===== config.mk =====
export PLATFORM = sky130hd
export DESIGN_NAME = wptr_full
export DESIGN_NICKNAME = d
export VERILOG_FILES = /design/src/rtl/afifo_pkg.sv /design/src/rtl/gray2bin.sv /design/src/rtl/wptr_full.sv
export SDC_FILE = /design/constraint.sdc
export NUM_CORES = 1
export LEC_CHECK = 0
export BUFFER_PORTS_ARGS = -buffer_cell sky130_fd_sc_hd__buf_2
export CAP_MARGIN = 10
export CORE_MARGIN = 2
export CORE_UTILIZATION = 40
export CTS_CLUSTER_DIAMETER = 120
export CTS_CLUSTER_SIZE = 12
export DETAILED_ROUTE_END_ITERATION = 16
export GPL_TIMING_DRIVEN = 0
export PLACE_DENSITY = 0.64
export SETUP_SLACK_MARGIN = 0.3
export SLEW_MARGIN = 20
export SYNTH_ARGS = -nofsm -noshare
export SYNTH_HDL_FRONTEND = slang
export SYNTH_SLANG_ARGS = --single-unit

===== constraint.sdc =====
create_clock -name wclk -period 6.7 [get_ports wclk]
set_input_delay 0.67 -clock wclk [delete_from_list [all_inputs] [get_ports wclk]]
set_output_delay 0.67 -clock wclk [all_outputs]
set_load 0.1 [all_outputs]

===== src/rtl/afifo_pkg.sv =====
// Shared async-FIFO constants and pointer-width helpers used by both the read and write sides.
package afifo_pkg;

  localparam int AFIFO_ADDRSIZE = 4;
  localparam int AFIFO_PTR_W    = AFIFO_ADDRSIZE + 1;

  function automatic int fifo_depth(input int asize);
    return 32'sd1 << asize;
  endfunction

  // Gray pointers carry one extra wrap bit beyond the address
  function automatic int ptr_width(input int asize);
    return asize + 32'sd1;
  endfunction

endpackage


===== src/rtl/gray2bin.sv =====
// Combinational Gray-to-binary converter of parameterised width.
module gray2bin #(
  parameter int WIDTH = 5
) (
  input  logic [WIDTH-1:0] gray,
  output logic [WIDTH-1:0] bin
);

  logic [WIDTH-1:0] bin_s;

  // Each binary bit is the XOR of all Gray bits at or above it
  always_comb begin
    bin_s = '0;
    for (int i = 0; i < WIDTH; i++) begin
      bin_s[i] = ^(gray >> i);
    end
  end

  assign bin = bin_s;

endmodule


===== src/rtl/wptr_full.sv =====
// Async-FIFO write-side pointer, full/free tracking and sticky overflow.
// Almost-full output is built only when WPTR_FULL_AFULL_EN is defined; otherwise wafull is tied low.
module wptr_full
  import afifo_pkg::*;
#(
  parameter int ADDRSIZE     = AFIFO_ADDRSIZE,
  parameter int AFULL_THRESH = 2
) (
  input  logic                wclk,
  input  logic                wrst,
  input  logic                wpush,
  input  logic [ADDRSIZE:0]   rptr_wclk,
  output logic                wen,
  output logic [ADDRSIZE-1:0] waddr,
  output logic [ADDRSIZE:0]   wptr,
  output logic                wfull,
  output logic                wafull,
  output logic                woverflow,
  output logic [ADDRSIZE:0]   wfree
);

  localparam int            PW    = ptr_width(ADDRSIZE);
  localparam logic [PW-1:0] DEPTH = PW'(fifo_depth(ADDRSIZE));

  logic [PW-1:0] wbin_r;
  logic [PW-1:0] wptr_r;
  logic          wfull_r;
  logic          woverflow_r;
  logic [PW-1:0] wfree_r;

  logic          push_s;
  logic [PW-1:0] n_wbin_s;
  logic [PW-1:0] n_wptr_s;
  logic [PW-1:0] rbin_w_s;
  logic [PW-1:0] n_free_s;
  logic          n_full_s;

  gray2bin #(
    .WIDTH(PW)
  ) u_rptr_g2b (
    .gray(rptr_wclk),
    .bin (rbin_w_s)
  );

  assign push_s   = wpush & ~wfull_r;
  assign n_wbin_s = wbin_r + {{(PW-1){1'b0}}, push_s};
  assign n_wptr_s = (n_wbin_s >> 1) ^ n_wbin_s;

  // Full when the write pointer is one lap ahead: top two Gray bits differ, rest match
  assign n_full_s = (n_wptr_s == {~rptr_wclk[ADDRSIZE:ADDRSIZE-1], rptr_wclk[ADDRSIZE-2:0]});
  assign n_free_s = DEPTH - (n_wbin_s - rbin_w_s);

  // Pointer, full, free and overflow state
  always_ff @(posedge wclk) begin
    if (wrst) begin
      wbin_r      <= '0;
      wptr_r      <= '0;
      wfull_r     <= 1'b0;
      woverflow_r <= 1'b0;
      wfree_r     <= DEPTH;
    end else begin
      wbin_r      <= n_wbin_s;
      wptr_r      <= n_wptr_s;
      wfull_r     <= n_full_s;
      woverflow_r <= woverflow_r | (wpush & wfull_r);
      wfree_r     <= n_free_s;
    end
  end

`ifdef WPTR_FULL_AFULL_EN
  localparam logic [PW-1:0] AFULL_LIMIT = PW'(AFULL_THRESH);
  logic wafull_r;

  // Almost-full threshold register
  always_ff @(posedge wclk) begin
    if (wrst) begin
      wafull_r <= 1'b0;
    end else begin
      wafull_r <= (n_free_s <= AFULL_LIMIT);
    end
  end

  assign wafull = wafull_r;
`else
  // Threshold has no effect in this build
  logic unused_afull_thresh_s;
  assign unused_afull_thresh_s = ^AFULL_THRESH;
  assign wafull                = 1'b0;
`endif

  assign wen       = wpush & ~wfull_r & ~wrst;
  assign waddr     = wbin_r[ADDRSIZE-1:0];
  assign wptr      = wptr_r;
  assign wfull     = wfull_r;
  assign woverflow = woverflow_r;
  assign wfree     = wfree_r;

endmodule

==> impl_metrics.env <==
export IMPL_yosys_most_used_dff="dfxtp_1"
export IMPL_antenna_found_initial=0
export IMPL_required_ns=6.89
export IMPL_via_per_inst=4.54
export IMPL_n_antenna_cell=0
export IMPL_grtUsageTotal=0.137
export IMPL_final_layout_size_suffix_gt1_frac=0.274
export IMPL_synthAdderAreaFrac=0.155
export IMPL_power_leakage_uw=0.000499
export IMPL_vdd_drop_max_mv=0.250
export IMPL_grt_overflow_total=0
export IMPL_ys_types=21
export IMPL_initial_core_util=0.431
export IMPL_synth_area_um2=853
export IMPL_cts_setup_buffers=0
export IMPL_final_setup_viol_count=0
export IMPL_grt_max_degree=11
export IMPL_final_max_slew_viol_count=0
export IMPL_fillerInstances=197
export IMPL_drv_cap=0
export IMPL_status="complete, no violations"
export IMPL_ios=26
export IMPL_grt_pass1_wl_um=2500
export IMPL_drcViolationCount=0
export IMPL_synth_cells=85
export IMPL_ys_top_cells_by_area="dfxtp_1 (38%), xnor2_1 (14%), ha_1 (13%)"
export IMPL_synth_seq_area_share=0.375
export IMPL_crit_type="input pin to register"
export IMPL_finClkSkew_ns=0.000835
export IMPL_wire_per_inst_um=10.6
export IMPL_synth_top_area_cell="dfxtp_1"
export IMPL_hold_viol_final=0
export IMPL_htree_levels=1
export IMPL_hold_ws_ns=0.472
export IMPL_startpoint_type="input pin"
export IMPL_clock_sinks=16
export IMPL_yosysTopAreaCellShare=0.375
export IMPL_cts_buffers=3
export IMPL_rsz0062_at_grt="false"
export IMPL_drtPass1Iterations=4
export IMPL_reg2reg_depth=11
export IMPL_rr_endpoint="wfree[4]"
export IMPL_clk_pin_slew_ns=0.09
export IMPL_first_iter_violations=3
export IMPL_syn_nets=103
export IMPL_cts_tree="done"
export IMPL_num_vias=635
export IMPL_yosys_area_share_xor_xnor=0.235
export IMPL_clkLatencyLatePin_ns=0.29
export IMPL_synth_edf_count=0
export IMPL_crit_path_start="wpush"
export IMPL_hold_class="register to register"
export IMPL_final_setup_tns_ns=0
export IMPL_cp_endpoint="wfree[4]"
export IMPL_first_global_vias=599
export IMPL_worstReg2RegStart="wfull"
export IMPL_die_area_um2=2520
export IMPL_synth_seq_cells=16
export IMPL_postRouteAntennaNets=0
export IMPL_final_cell_mix="buf_2 (24), dfxtp_1 (16), xnor2_1 (14)"
export IMPL_yosysWarnings=0
export IMPL_ctsHoldBuffers=0
export IMPL_cts_root_buf="clkbuf_4"
export IMPL_period_minus_slack_ns=2.89
export IMPL_areaGrowthSynthToFinish_pct=22.3
export IMPL_synthMuxAreaShare=0.0235
export IMPL_end_kind="register"
export IMPL_syn_avg_cell_area_um2=10.0
export IMPL_path_max_fanout=5
export IMPL_gp_congestion=0.769
export IMPL_reg2reg_slack_ns=4.02
export IMPL_powerDensity_nw_per_um2=341
export IMPL_async_flop_share=0
export IMPL_synth_compound_area_share=0.0469
export IMPL_final_common_cell="buf_2"
export IMPL_place_hpwl_um=1170
export IMPL_routed_wirelength_um=1490
export IMPL_fp_dieW_um=50.2
export IMPL_fin_nets=132
export IMPL_period_share=0.431
export IMPL_arrival_ns=3.08
export IMPL_clk_path_buf_depth=2
export IMPL_synth_top_family_by_area="XOR/XNOR gates"
export IMPL_rows=16
export IMPL_fmax_mhz=346
export IMPL_io_buffers=24
export IMPL_die_y_um=50.2
export IMPL_synth_simple_area_share=0.138
export IMPL_cts_resized=0
export IMPL_core_area_um2=1980
==> flip-flops by register name, summed over array words and instances (netlist names) <==
register and flops:
wbin_r 5, wfree 5, wfull 1, woverflow 1, wptr 4
==> worst max-delay path: stages <==
cell and delay (ns):
buf_2 0.10, nor2b_1 0.14, ha_1 0.19, ha_1 0.26, xnor2_2 0.35, ha_1 0.33
ha_1 0.31, a21o_1 0.18, a21oi_1 0.17, xnor2_1 0.16, xnor2_1 0.14, nand2b_1 0.07
==> per-layer routing <==
| metal | vias to the layer above | share of wire | global-route usage |
|---|---|---|---|
| met5 | - | 0 | 0 |
| met4 | 0 | 0.030 | 0.0972 |
| met3 | 4 | 0.067 | 0.0298 |
| met2 | 24 | 0.43 | 0.208 |
| met1 | 279 | 0.48 | 0.169 |
| li1 | 328 | - | - |
==> cell usage after synthesis (all sizes together), types with 2 or more instances <==
library cell   n
nand2          3
dfxtp         16
nand2b         2
xnor2         15
xor2           7
nand3          3
mux2i          2
nor2          11
nor2b          5
a21oi          2
inv            2
ha             9
==> metrics by stage <==
stage	area (µm²)	util	cells	setup slack, ns	power (µW)
CTS	1040	0.527	140	3.80	361
floorplan	853	-	85	3.43	269
global route	1040	0.527	140	3.66	379
detailed placement	1010	0.508	136	3.50	295
global placement	1010	0.508	136	3.52	292
finish	1040	0.527	140	3.81	356
==> worst min-delay path by stage <==
stage                         start   endpoint  cells after the start
after floorplan                wrst      wfull                      1
after global placement    woverflow  woverflow                      2
after detailed placement  woverflow  woverflow                      2
after CTS                 woverflow  woverflow                      2
after global routing      woverflow  woverflow                      2
final                     woverflow  woverflow                      2
==> cells by family after synthesis <==
| logic type | count (synthesis) |
|---|---|
| other | 1 |
| AO/OA/AOI/OAI | 5 |
| flip-flops | 16 |
| XOR/XNOR | 22 |
| AND/OR/NAND/NOR | 25 |
| adder cells (fa/ha/maj) | 10 |
| buffers and inverters | 4 |
| multiplexers | 2 |
==> area by class of cell <==
type                    count  area (µm²)  share of cell area
multi-input cells          65         514               0.493
flip-flops and latches     16         320               0.307
repair buffers             24         120               0.115
clock buffers               4        36.3              0.0348
well taps                  27        33.8              0.0324
plain buffers               2        11.3              0.0108
inverters                   2        7.51             0.00719
==> power by group <==
part	switching (µW)	total, µW	internal [µW]
clock	31.2	64.3	33.1
combinational	137	180	43.1
sequential	3.59	112	108
total	172	356	184
Power figures use the tool's default switching activity.
